**config.mk**
```make
export PLATFORM = sky130hd
export DESIGN_NAME = program_loader
export DESIGN_NICKNAME = d
export VERILOG_FILES = /design/src/rtl/program_loader_pkg.sv /design/src/rtl/program_loader.sv
export SDC_FILE = /design/constraint.sdc
export NUM_CORES = 1
export LEC_CHECK = 0
export ABC_AREA = 1
export CAP_MARGIN = 10
export CELL_PAD_IN_SITES_DETAIL_PLACEMENT = 1
export CELL_PAD_IN_SITES_GLOBAL_PLACEMENT = 1
export CORE_UTILIZATION = 36
export CTS_CLUSTER_SIZE = 16
export DETAILED_ROUTE_END_ITERATION = 7
export GPL_ROUTABILITY_DRIVEN = 0
export PLACE_DENSITY_LB_ADDON = 0.1
export SKIP_LAST_GASP = 1
export SLEW_MARGIN = 20
export SYNTH_ARGS = -nofsm -noshare
export SYNTH_HDL_FRONTEND = slang
export SYNTH_SLANG_ARGS = --single-unit
```
**constraint.sdc**
```tcl
create_clock -name clk -period 2 [get_ports clk]
set_input_delay 0.4 -clock clk [delete_from_list [all_inputs] [get_ports clk]]
set_output_delay 0.4 -clock clk [all_outputs]
set_load 0.05 [all_outputs]
```
**src/rtl/program_loader_pkg.sv**
```systemverilog
// Shared definitions for the boot-time program loader: state encoding and
// default frame parameters, so benches and integrators can decode state.
package program_loader_pkg;

   typedef enum logic [2:0] {
      ST_SYNC   = 3'd0,
      ST_LEN_HI = 3'd1,
      ST_LEN_LO = 3'd2,
      ST_DATA   = 3'd3,
      ST_CSUM   = 3'd4,
      ST_DONE   = 3'd5,
      ST_ERROR  = 3'd6
   } state_e;

   localparam int         ADDR_W_DEFAULT    = 8;
   localparam int         DEPTH_DEFAULT     = 256;
   localparam logic [7:0] SYNC_BYTE_DEFAULT = 8'hA5;

endpackage

```
**src/rtl/program_loader.sv**
```systemverilog
// Boot-time loader: parses SYNC/LEN_HI/LEN_LO/payload/CSUM frames from a
// valid/ready byte stream, writes the payload into instruction memory from
// address 0, and holds the CPU in reset until a checksum-verified image is in.
module program_loader
   import program_loader_pkg::*;
#(
   parameter int         ADDR_W    = ADDR_W_DEFAULT,
   parameter int         DEPTH     = DEPTH_DEFAULT,
   parameter logic [7:0] SYNC_BYTE = SYNC_BYTE_DEFAULT
) (
   input  logic              clk,
   input  logic              reset,
   input  logic              in_valid,
   input  logic [7:0]        in_data,
   output logic              in_ready,
   output logic              imem_we,
   output logic [ADDR_W-1:0] imem_addr,
   output logic [7:0]        imem_wdata,
   output logic              cpu_reset,
   output logic              load_done,
   output logic              load_error
);

   // One extra bit so a full-size image (LEN == 2**ADDR_W) does not wrap.
   localparam int              CNT_W     = ADDR_W + 1;
   localparam logic [CNT_W-1:0] CNT_ONE  = CNT_W'(1);
   localparam logic [15:0]     DEPTH_LEN = 16'(DEPTH);

   state_e             state_q,     state_d;
   logic [7:0]         len_hi_q,    len_hi_d;
   logic [CNT_W-1:0]   len_q,       len_d;
   logic [CNT_W-1:0]   cnt_q,       cnt_d;
   logic [7:0]         acc_q,       acc_d;
   logic               we_q,        we_d;
   logic [ADDR_W-1:0]  addr_q,      addr_d;
   logic [7:0]         wdata_q,     wdata_d;
   logic               cpu_reset_q, cpu_reset_d;
   logic               done_q,      done_d;
   logic               error_q,     error_d;

   logic               xfer;
   logic [15:0]        len_full;
   logic [CNT_W-1:0]   cnt_inc;

   // The loader never back-pressures upstream.
   assign in_ready = 1'b1;
   assign xfer     = in_valid & in_ready;
   assign len_full = {len_hi_q, in_data};
   assign cnt_inc  = cnt_q + CNT_ONE;

   // Next-state and next-datapath decode for every accepted byte.
   always_comb begin
      // NOTE: every _d gets its hold/idle value first, so no path infers a latch.
      state_d     = state_q;
      len_hi_d    = len_hi_q;
      len_d       = len_q;
      cnt_d       = cnt_q;
      acc_d       = acc_q;
      we_d        = 1'b0;
      addr_d      = addr_q;
      wdata_d     = wdata_q;
      cpu_reset_d = cpu_reset_q;
      done_d      = done_q;
      error_d     = error_q;

      if (xfer) begin
         case (state_q)
            // A sync byte opens a fresh frame from any idle/terminal state.
            ST_SYNC, ST_DONE, ST_ERROR: begin
               if (in_data == SYNC_BYTE) begin
                  state_d     = ST_LEN_HI;
                  cpu_reset_d = 1'b1;
                  done_d      = 1'b0;
                  error_d     = 1'b0;
                  cnt_d       = '0;
                  acc_d       = '0;
               end
            end
            ST_LEN_HI: begin
               len_hi_d = in_data;
               state_d  = ST_LEN_LO;
            end
            ST_LEN_LO: begin
               len_d = CNT_W'(len_full);
               if (len_full[0] || (len_full > DEPTH_LEN)) begin
                  state_d = ST_ERROR;
                  error_d = 1'b1;
               end else if (len_full == 16'd0) begin
                  state_d = ST_CSUM;
               end else begin
                  state_d = ST_DATA;
               end
            end
            ST_DATA: begin
               we_d    = 1'b1;
               addr_d  = cnt_q[ADDR_W-1:0];
               wdata_d = in_data;
               acc_d   = acc_q + in_data;
               cnt_d   = cnt_inc;
               if (cnt_inc == len_q) begin
                  state_d = ST_CSUM;
               end
            end
            ST_CSUM: begin
               if (in_data == acc_q) begin
                  state_d     = ST_DONE;
                  cpu_reset_d = 1'b0;
                  done_d      = 1'b1;
               end else begin
                  state_d = ST_ERROR;
                  error_d = 1'b1;
               end
            end
            default: state_d = ST_SYNC;
         endcase
      end
   end

   // FSM state register.
   always_ff @(posedge clk) begin
      // NOTE: sequential blocks use <= so every flop samples pre-edge values.
      if (reset) begin
         state_q <= ST_SYNC;
      end else begin
         state_q <= state_d;
      end
   end

   // Registered datapath: length, counter, checksum, memory write port, status.
   always_ff @(posedge clk) begin
      // NOTE: only these control/datapath flops reset; the instruction memory
      // they feed is never cleared, so a rejected image stays resident but unused.
      if (reset) begin
         len_hi_q    <= '0;
         len_q       <= '0;
         cnt_q       <= '0;
         acc_q       <= '0;
         we_q        <= 1'b0;
         addr_q      <= '0;
         wdata_q     <= '0;
         cpu_reset_q <= 1'b1;
         done_q      <= 1'b0;
         error_q     <= 1'b0;
      end else begin
         len_hi_q    <= len_hi_d;
         len_q       <= len_d;
         cnt_q       <= cnt_d;
         acc_q       <= acc_d;
         we_q        <= we_d;
         addr_q      <= addr_d;
         wdata_q     <= wdata_d;
         cpu_reset_q <= cpu_reset_d;
         done_q      <= done_d;
         error_q     <= error_d;
      end
   end

   assign imem_we    = we_q;
   assign imem_addr  = addr_q;
   assign imem_wdata = wdata_q;
   assign cpu_reset  = cpu_reset_q;
   assign load_done  = done_q;
   assign load_error = error_q;

endmodule

```
Yosys cells after proc, flatten, opt, wreduce, memory -nomap -nowiden --
Index checks and enable logic that the tools add are counted.
Word-level totals: flip-flop bits (word level) 57, output and inout port bits 21, word-level logic and storage cells 64, input port bits 11
Operators by class: add/subtract/negate cells 2, mux-type cells 20, equal/unequal tests 14, reduce and logical (&&, ||, !) cells 15, bitwise gates (word level) 1, order comparisons 1
Operators by type and width (count):
- $pmux 9 s2 | 1
- $gt 16x9->1 const B | 1
- $logic_not 16->1 | 1
- $pmux 8 s2 | 1
- $pmux 3 s5 | 1
- $mux 3 | 4
- $ne 2x2->1 const B | 5
- $add 9x1->9 const B | 1
- $eq 3x3->1 const B | 3
- $eq 9x9->1 | 1
- $mux 9 | 1
- $add 8x8->8 | 1
- $eq 8x8->1 | 1
- $eq 8x8->1 const B | 1
- $mux 8 | 1
- $mux 1 | 7
- $eq 3x2->1 const B | 2
- $reduce_and 2->1 | 3
- $reduce_and 3->1 | 2
- $reduce_and 5->1 | 1
- $pmux 1 s2 | 2
- $reduce_and 4->1 | 1
- $reduce_bool 2->1 | 2
- $eq 3x1->1 const B | 1
- other kinds (8) | 8

Depth between registers and ports, before layout --
word-level depth 4, gate-level depth with buffers 14, mapped depth without buffers 14

Worst setup path after synthesis --
OpenSTA, ideal clock, no wires.
kind input to register, start point input port in_data[0], end point register acc_q[6], path buffers 0, slack 114 ps, data arrival time 1816 ps, library setup time 70 ps, cell stages on the path 12, required time 1930 ps, cell sequence ha_1 fa_1 nand2_1 inv_1 o21ai_0 nand2_1 nand2_1 nand2_1 a21o_1 a21oi_1 o21ai_0 a21oi_1
Between the ends: word-level cells in the longest chain between the ends 3, elaborated cells between the ends (all ways) 5, classes of those cells 1 x add/sub; 2 x eq/ne; 1 x mux; 1 x reduce/logical
Ends and longest elaborated chain:
- start, declared | line program_loader.sv:14 | input logic [7:0] in_data,
- parallel branches: the longest is 3 deep, another holds $add 8x8->8
- end signal, assigned | line program_loader.sv:137 | acc_q <= '0;
- end signal, assigned | line program_loader.sv:148 | acc_q <= acc_d;
- end, declared | line program_loader.sv:33 | logic [7:0] acc_q, acc_d;
Parallel ways; which one is timed is not known. A chain may end at the register's enable or synchronous reset.

Worst setup path after layout --
start point register done_q (netlist: load_done), end point output port load_done
RTL lines:
- start, declared | line program_loader.sv:38 | logic done_q, done_d;
- start signal, assigned | line program_loader.sv:153 | done_q <= done_d;
- end, declared | line program_loader.sv:20 | output logic load_done,
No word-level cell between the ends.

==> impl_metrics.ini <==
[logic_synthesis]
synth_area_um2 = 2870
synth_compound_area_share_pct = 18.9
synth_nets = 433
synth_cell_types = 33
synth_cells = 413
ys_seq_area_share_pct = 39.8
synthAdderAreaFrac_pct = 4.18
synth_top_family_by_area = simple AND/OR/NAND/NOR gates
yosys_register_bits = 57
synth.area.mux_share_pct = 0
yosys.area_share.simple_pct = 27.5
avgSynthCellArea_um2 = 6.95
synthXorXnorAreaFrac_pct = 0.915
yosys_warnings = 0

[power_and_ir_drop]
leakagePower_nw = 1.61
pwr_density_cell_nw_per_um2 = 733
total_power_w = 0.00280
peakVddDrop_mv = 0.306

[critical_path]
cpPeakStageDelay_ns = 0.82
critPathCaptureType = output pin
crit_required_ns = 1.60
cp.arrival_ns = 1.51
critPathTopFamily = buffers and inverters
cp_num_buf_inv = 1
path_cells = clkdlybuf4s50_1
rrSetupSlack_ns = 0.09
crit_path_top_delay_cell = clkdlybuf4s50_1
crit_type = reg2out
start_kind = register
crit_path_max_fanout = 2

[grt]
grt.total_usage_pct = 23.0
grt_overflow = 0
antenna_found_initial = 0
grt_pass1_vias = 3049
grt_pass1_wl_um = 14900
grt_max_degree = 31

[layout]
area_delta_synth_final_pct = 32.9
final_cell_area_um2 = 3810
antenna_cells = 0
layout.nets = 501
drive_gt1_share_pct = 16.9

[floorplan]
dieWidth_um = 91.3
dieHeight_um = 91.3
initial_core_util_pct = 37.1
rows = 32
die_area_um2 = 8330
coreArea_um2 = 7730
io_pins = 32

[timing]
period_share_pct = 95.5
timing.final.crit_period_ns = 1.91
worst_pin_slew_ns = 0.515
fin_hold_ws_ns = 0.472
slew_viol_final = 0
setup_viol = 0
max_freq_mhz = 524
skew_ns = 0.00551
fin_setup_tns_ns = 0
relSlewSlack_pct = 65.6
hold_viol_final = 0
fin_ws_ns = 0.0908
rsz0062_at_grt = true

[clock_network]
cts_root_buffer = clkbuf_8
clock_path_buffers = 2
cts_inserted_buffers = 9
clkTransAtPathRegs_ns = 0.07
h-tree-depth = 3
cts_hold_buf = 0
clk_latency_ns = 0.34
cts_tree = done
clock_sinks = 57

[place]
post-place-ws_ns = -0.477
dp_hpwl_um = 6610
portBuffers = 30
placed_area_um2 = 3530

[flow_run]
maxCapViolCount = 0

[route]
routedWlPerCell_um = 15.4
ant_nets = 0
totalWireLength_um = 9040
drc = 0
first_iter_violations = 151
vias = 2955
drt_pass1_iterations = 4
viasPerCell = 5.03

[worst_hold_path]
min_path_type = reg2reg

[outcome]
outcome = finished, final reports clean
state kept, by name, indices dropped and copies added, names as in the netlist:
name        count
imem_we         1
len_q           9
len_hi_q        8
imem_addr       8
acc_q           8
load_error      1
cnt_q           9
load_done       1
imem_wdata      8
state_q         3
cpu_reset       1
where the power goes:
part	internal [W]	switching (W)	total [W]	leakage [nW]
Clock	0.000703	0.000475	0.00118	0.112
Sequential	0.00118	0.0000268	0.00120	0.460
Combinational	0.000160	0.000256	0.000416	1.04
synthesized netlist by cell type:
cell type	number	area, um2
o32ai_1	1	8.76
nand3_1	34	170
nand2_2	3	18.8
nor2_1	48	180
nand4_1	8	50.1
xor2_1	2	17.5
inv_2	5	18.8
buf_4	2	15.0
buf_2	4	20.0
o21ai_1	2	10.0
dlygate4sd1_1	1	8.76
dfxtp_1	57	1140
a21oi_1	45	225
fa_1	1	20.0
nand2_1	76	285
xnor2_1	1	8.76
nor2_4	4	45.0
clkbuf_1	6	22.5
o21bai_1	2	15.0
a211oi_1	1	7.51
o311ai_0	1	8.76
o21a_1	1	7.51
nor2_2	2	12.5
ha_1	8	100
nor3_1	3	15.0
a21o_1	1	7.51
nor4_1	2	12.5
a31oi_1	1	6.26
conb_1	1	3.75
inv_1	43	161
o21ai_0	43	215
o21ai_2	1	8.76
o211ai_1	3	22.5
timing repair:
action                                  4_1_cts  5_1_grt
pin swaps                                     1        1
cloned                                        0        0
setup buffers                                 0        0
endpoints found under the setup margin        5        9
resized for setup                             5       13
path summary, 6_finish.rpt:
path,cells past startpoint,start,endpoint
setup / recovery,1,load_done,load_done
hold / removal,2,len_q[7],len_q[7]
setup reg to reg,12,acc_q[0],acc_q[6]
hold reg to reg,2,len_q[7],len_q[7]
per-layer routing:
metal,GRT usage (%),share of wire [%]
met4,9.79,1.6
met3,3.02,1.3
met5,0,0
met2,42.0,52
met1,26.7,45
metrics by stage:
stage                     cells  utilization, %
after global placement      572            45.7
after detailed placement    572            45.7
final                       587            49.4
after global routing        587            49.4
after CTS                   587            48.6
after floorplan             413               -
layout by cell type, fill, tap and decap left out, types with 3 or more instances in the layout:
master / count
nand4_1: 8
ha_1: 5
nand2_1: 73
nor3_1: 3
dfxtp_1: 57
nand2_2: 6
nand3_1: 34
clkbuf_8: 13
inv_1: 43
clkdlybuf4s50_1: 27
nor2_2: 5
inv_2: 5
o211ai_1: 3
buf_4: 40
nor2_4: 4
a21oi_1: 44
nor2_1: 45
o21ai_0: 41
o21ai_1: 3
cells by family (layout without fill, tap and decap cells):
logic type | after synthesis | in the layout
AOI/OAI and AO/OA | 102 | 102
xor gates and xnor gates | 3 | 3
adders and majority gates | 9 | 9
buffers and inverters | 61 | 133
DFF | 57 | 57
other | 1 | 1
and+or+nand+nor | 180 | 180
area by class of cell:
type / instances / area (um2)
Clock inverter: 2 / 35.0
Fill cell: 995 / 3910
Clock buffer: 13 / 179
Inverter: 48 / 180
Tap cell: 102 / 128
Timing Repair Buffer: 70 / 604
Sequential cell: 57 / 1140
Multi-Input combinational cell: 295 / 1550
Power figures use the tool's default switching activity.
